--- src/rtl/regfile_pkg.sv ---
// Shared constants for the register-file writeback path: widths, register
// count and the fixed requester ids of the writeback sources.
package regfile_pkg;

  localparam int unsigned XLEN      = 32;
  localparam int unsigned REG_IDX_W = 5;
  localparam int unsigned NUM_REGS  = 2**REG_IDX_W;

  localparam logic [REG_IDX_W-1:0] REG_ZERO = 5'd0;

  typedef enum int unsigned {
    REQ_ALU = 0,
    REQ_LSU = 1,
    REQ_WOS = 2
  } req_id_e;

endpackage

--- src/rtl/regfile_wb_arbiter_rr_arbiter.sv ---
// One-hot grant arbiter; round-robin by default, fixed lowest-index priority
// when REGFILE_ARB_FIXED_PRIO_EN is defined. Grant is forced low during reset.
module rr_arbiter
  import regfile_pkg::*;
#(
  parameter int unsigned N = 3
) (
  input  logic         clk,
  input  logic         rst,
  input  logic [N-1:0] req,
  input  logic         advance,
  output logic [N-1:0] gnt
);

  logic [N-1:0] gnt_raw;

`ifdef REGFILE_ARB_FIXED_PRIO_EN

  // Descending scan so the lowest requesting index is the last to overwrite.
  always_comb begin
    gnt_raw = '0;
    for (int unsigned i = N; i > 0; i--) begin
      if (req[i-1]) begin
        gnt_raw        = '0;
        gnt_raw[i-1]   = 1'b1;
      end
    end
  end

`else

  localparam int unsigned PW = (N > 1) ? $clog2(N) : 1;

  logic [PW-1:0] ptr_q;
  logic [PW-1:0] ptr_d;

  // Search begins one past the last winner and wraps modulo N.
  always_comb begin
    logic         found;
    int unsigned  idx;
    logic [N-1:0] sel;
    gnt_raw = '0;
    ptr_d   = ptr_q;
    found   = 1'b0;
    idx     = 0;
    sel     = '0;
    for (int unsigned k = 1; k <= N; k++) begin
      idx = (32'(ptr_q) + k) % N;
      sel = N'(1) << idx;
      if (!found && ((req & sel) != '0)) begin
        found   = 1'b1;
        gnt_raw = sel;
        ptr_d   = PW'(idx);
      end
    end
  end

  always_ff @(posedge clk or posedge rst) begin
    if (rst) begin
      ptr_q <= PW'(N - 1);
    end else if (advance) begin
      ptr_q <= ptr_d;
    end
  end

`endif

  assign gnt = rst ? '0 : gnt_raw;

endmodule

--- src/rtl/regfile_wb_arbiter.sv ---
// Shares the register-file write port among N_REQ writeback requesters and
// keeps a per-register busy scoreboard. Option: REGFILE_ARB_FIXED_PRIO_EN.
module regfile_wb_arbiter
  import regfile_pkg::*;
#(
  parameter int unsigned N_REQ     = 3,
  parameter int unsigned XLEN      = regfile_pkg::XLEN,
  parameter int unsigned REG_IDX_W = regfile_pkg::REG_IDX_W
) (
  input  logic                         clk,
  input  logic                         rst,
  input  logic [N_REQ-1:0]             req_valid,
  output logic [N_REQ-1:0]             req_ready,
  input  logic [N_REQ*REG_IDX_W-1:0]   req_idx,
  input  logic [N_REQ*XLEN-1:0]        req_data,
  input  logic                         rsv_valid,
  input  logic [REG_IDX_W-1:0]         rsv_idx,
  output logic                         wr_en,
  output logic [REG_IDX_W-1:0]         wr_idx,
  output logic [XLEN-1:0]              wr_data,
  output logic [2**REG_IDX_W-1:0]      busy,
  output logic                         dbl_rsv_err
);

  localparam int unsigned NR = 2**REG_IDX_W;

  logic [N_REQ-1:0]     gnt;
  logic                 accept;
  logic [REG_IDX_W-1:0] sel_idx;
  logic [XLEN-1:0]      sel_data;
  logic                 sel_nz;
  logic                 rsv_nz;

  logic                 wr_en_q,   wr_en_d;
  logic [REG_IDX_W-1:0] wr_idx_q,  wr_idx_d;
  logic [XLEN-1:0]      wr_data_q, wr_data_d;
  logic [NR-1:0]        busy_q,    busy_d;
  logic                 dbl_q,     dbl_d;

  rr_arbiter #(
    .N (N_REQ)
  ) u_arb (
    .clk     (clk),
    .rst     (rst),
    .req     (req_valid),
    .advance (accept),
    .gnt     (gnt)
  );

  assign req_ready = gnt;

  // Grant is one-hot and only asserted alongside valid, so it doubles as the accept mux select.
  always_comb begin
    accept   = 1'b0;
    sel_idx  = '0;
    sel_data = '0;
    for (int unsigned i = 0; i < N_REQ; i++) begin
      if (gnt[i]) begin
        accept   = 1'b1;
        sel_idx  = req_idx[i*REG_IDX_W +: REG_IDX_W];
        sel_data = req_data[i*XLEN +: XLEN];
      end
    end
  end

  assign sel_nz = (sel_idx != REG_IDX_W'(REG_ZERO));
  assign rsv_nz = (rsv_idx != REG_IDX_W'(REG_ZERO));

  // Clear is applied before set so a same-cycle reservation of the written register survives.
  always_comb begin
    wr_en_d   = accept && sel_nz;
    wr_idx_d  = sel_idx;
    wr_data_d = sel_data;
    busy_d    = busy_q;
    if (accept && sel_nz) begin
      busy_d[sel_idx] = 1'b0;
    end
    if (rsv_valid && rsv_nz) begin
      busy_d[rsv_idx] = 1'b1;
    end
    dbl_d = dbl_q;
    if (rsv_valid && rsv_nz && busy_q[rsv_idx] &&
        !(accept && (sel_idx == rsv_idx))) begin
      dbl_d = 1'b1;
    end
  end

  always_ff @(posedge clk or posedge rst) begin
    if (rst) begin
      wr_en_q   <= 1'b0;
      wr_idx_q  <= '0;
      wr_data_q <= '0;
      busy_q    <= '0;
      dbl_q     <= 1'b0;
    end else begin
      wr_en_q   <= wr_en_d;
      wr_idx_q  <= wr_idx_d;
      wr_data_q <= wr_data_d;
      busy_q    <= busy_d;
      dbl_q     <= dbl_d;
    end
  end

  assign wr_en       = wr_en_q;
  assign wr_idx      = wr_idx_q;
  assign wr_data     = wr_data_q;
  assign busy        = busy_q;
  assign dbl_rsv_err = dbl_q;

endmodule

--- config.mk ---
export PLATFORM = sky130hd
export DESIGN_NAME = regfile_wb_arbiter
export DESIGN_NICKNAME = d
export VERILOG_FILES = /design/src/rtl/regfile_pkg.sv /design/src/rtl/regfile_wb_arbiter_rr_arbiter.sv /design/src/rtl/regfile_wb_arbiter.sv
export SDC_FILE = /design/constraint.sdc
export NUM_CORES = 1
export LEC_CHECK = 0
export ABC_AREA = 0
export BUFFER_PORTS_ARGS = -buffer_cell sky130_fd_sc_hd__buf_2
export CORE_AREA = 8 8 100 102
export DETAILED_ROUTE_END_ITERATION = 7
export DIE_AREA = 0 0 108 110
export GPL_TIMING_DRIVEN = 0
export PLACE_DENSITY_LB_ADDON = 0.3
export SYNTH_ARGS = -nofsm -noshare
export SYNTH_HDL_FRONTEND = slang
export SYNTH_HIERARCHICAL = 1
export SYNTH_SLANG_ARGS = --single-unit
--- constraint.sdc ---
create_clock -name clk -period 5.41 [get_ports clk]
set_clock_uncertainty 0.2 [all_clocks]
set_input_delay 0.541 -clock clk [delete_from_list [all_inputs] [get_ports clk]]
set_output_delay 0.541 -clock clk [all_outputs]
set_load 0.02 [all_outputs]
==> results.sh <==
export IMPL_status="finished, final reports clean"
export IMPL_start_util_pct=49.6
export IMPL_drc_errors=0
export IMPL_cts_root_buf="clkbuf_8"
export IMPL_sw_frac_of_total_pct=48.6
export IMPL_clk_latency_ps=350
export IMPL_cts_max_level=3
export IMPL_leakage_uw=0.00259
export IMPL_grt_pass1_vias=4667
export IMPL_peakVddDrop_mv=0.241
export IMPL_die_w_um=108
export IMPL_p_sw_uw=1460
export IMPL_clock_path_buffers=2
export IMPL_ys_types=71
export IMPL_syn_inst=458
export IMPL_vias=4535
export IMPL_cts_buffers=9
export IMPL_io_buffers=195
export IMPL_tns_ps=0
export IMPL_vias_per_cell=5.83
export IMPL_synth_edf_count=0
export IMPL_yosys_warnings=6
export IMPL_cts_tree="done"
export IMPL_synth_top_flop_cell="dfrtp_1"
export IMPL_die_area_um2=11900
export IMPL_core_area_um2=8470
export IMPL_postLayoutCellArea_um2=5490
export IMPL_grt_ovfl_total=0
export IMPL_rsz0062_at_grt="false"
export IMPL_final_cell_mix="206 x buf_2, 81 x o21ai_0, 72 x dfrtp_1, 44 x nand2_1, 33 x a22oi_1"
export IMPL_fill_cells=779
export IMPL_powerDensity_nw_per_um2=547
export IMPL_maxSlewViolCount=0
export IMPL_wirelength_mm=14.7
export IMPL_finalPower_uw=3000
export IMPL_slew_headroom_pct=41.6
export IMPL_worstPathArrival_ps=3830
export IMPL_final_min_clock_period_ps=3820
export IMPL_grt_pass1_wl_mm=22.8
export IMPL_crit_fanout=10
export IMPL_critPathRequiredTime_ps=5430
export IMPL_setup_viol=0
export IMPL_comb_power_share_pct=57.4
export IMPL_avgRoutedWirePerCell_um=18.9
export IMPL_timing_fmax_ghz=0.262
export IMPL_finalHoldViolations=0
export IMPL_antenna_found_initial=0
export IMPL_p_clk_share_pct=12.8
export IMPL_min_period_over_period_pct=70.5
export IMPL_p_int_uw=1540
export IMPL_antenna_cells=0
export IMPL_endpoint_kind="flip-flop"
export IMPL_syn_nets=584
export IMPL_synthesis_area_um2=4200
export IMPL_dr_first_iter_drc_count=350
export IMPL_drive_above_1_share_pct=37.8
export IMPL_avgSynthCellArea_um2=9.16
export IMPL_ys_seq_elements=73
export IMPL_cap_violations=0
export IMPL_finalNetCount=791
export IMPL_criticalPathCategory="reg -> reg"
export IMPL_drt_pass1_iter_count=6
export IMPL_synth_async_sr_flop_share_pct=100
export IMPL_worst_slew_pin_slew_ps=876
export IMPL_die_h_um=110
export IMPL_dpl_hpwl_mm=11.5
export IMPL_rows=34
export IMPL_worstSetupStartpointType="flip-flop"
export IMPL_hold_path_class="in -> reg"
export IMPL_clock_sinks=73
export IMPL_clk_pin_slew_ps=90
export IMPL_synth_yosys_seq_area_share_pct=43.6
export IMPL_grt_max_degree=72
export IMPL_drt_antenna_violating_nets=0
export IMPL_area_growth_pct=30.8
export IMPL_pwr_share_seq_pct=29.7
export IMPL_place_area_um2=5310
export IMPL_post_cts_buffers=0
export IMPL_final_common_cell="buf_2"
export IMPL_gr_usage_all_layers_pct=24.1
export IMPL_pin_count=196
export IMPL_place_gp_congestion=0.932
-- cell type report --
class / count / area [µm²] / share of cell area [%]
flip-flops and latches: 73 / 1830 / 33.3
inverters: 18 / 72.6 / 1.32
clock inverters: 6 / 42.5 / 0.775
clock buffers: 10 / 128 / 2.32
multi-input cells: 335 / 2130 / 38.9
well taps: 108 / 135 / 2.46
plain buffers: 32 / 164 / 2.99
repair buffers: 196 / 986 / 18.0
-- power groups by stage --
| stage | registers [µW] | logic [µW] | clock network (µW) |
|---|---|---|---|
| CTS | 892 | 1720 | 393 |
| global placement | 889 | 1660 | 0 |
| finish | 893 | 1720 | 385 |
| global route | 918 | 1880 | 420 |
| floorplan | 1150 | 873 | 0 |
| detailed placement | 903 | 1720 | 0 |
-- layer usage --
layer  part of all wire, %  GRT usage, %
met5                     0             0
met4                   1.9          8.72
met3                   9.5          7.97
met2                    51          41.5
met1                    37          27.5
-- cells by family (layout without fill, tap and decap cells) --
logic type,Yosys count,in the layout,synth area share (%)
AO/OA/AOI/OAI,190,190,28.5
AND/OR/NAND/NOR,120,120,15.7
flip-flops,73,73,43.6
buffers and inverters,50,262,5.58
multiplexers,14,14,4.02
XOR/XNOR,7,7,1.46
adder cells (fa/ha/maj),4,4,1.19
-- cells in the mapped netlist, types with 5 or more instances --
cell	n	area share (%)
nand3_1	11	1.3
o21ai_0	81	9.7
o21ai_1	26	3.1
nand2_1	44	3.9
xnor2_1	5	1.0
mux2i_1	9	2.1
a22oi_1	33	5.9
or3_1	7	1.0
dfrtp_1	72	43
a21oi_1	9	1.1
nor2_1	15	1.3
buf_2	11	1.3
nand3b_1	9	1.6
clkbuf_1	11	0.98
nor2b_1	7	1.0
inv_1	14	1.3
-- worst paths after layout --
kind,start,end,slack [ps],cells after the start
setup / recovery,u_arb/ptr_q[1]$_DFFE_PP1P_,busy[23]$_DFF_PP0_,1590,14
hold / removal,req_data[80],wr_data[16]$_DFF_PP0_,190,3
min in group asynchronous,rst,u_arb/ptr_q[0]$_DFFE_PP0P_,470,3
hold reg to reg,busy[0]$_DFF_PP0_,busy[0]$_DFF_PP0_,300,1
max in group asynchronous,rst,busy[1]$_DFF_PP0_,3660,3
setup reg to reg,u_arb/ptr_q[1]$_DFFE_PP1P_,busy[23]$_DFF_PP0_,1590,14
-- per-stage QoR --
step	cells	worst slack [ps]	util, %	hold slack (ps)
2_1_floorplan	458	1790	-	89.8
3_3_place_gp	761	1790	62.7	253
3_5_place_dp	761	1680	62.7	264
4_1_cts	778	1640	64.9	181
5_1_grt	778	1310	64.9	186
6_report	778	1590	64.9	193
-- timing repair --
item                      CTS  global route
resized for setup           0             0
hold endpoints to repair    1             0
hold buffers                1             0
-- registers in the layout, summed over array words and instances (netlist names) --
signal and cells:
wr_data 32, dbl_rsv_err 1, wr_idx 5, wr_en 1, busy 32, u_arb/ptr_q 2
-- critical path, cell delays in order (launching register included) --
cell,delay (ps)
dfstp_2,560
inv_1,70
ha_1,230
buf_2,190
inv_1,100
nor2_1,50
o21ai_0,160
o211ai_1,120
a221oi_1,660
buf_4,290
nand2_1,70
a31oi_2,300
nand2_1,330
o21ai_0,230
o21ai_0,110
Power figures use the tool's default switching activity.
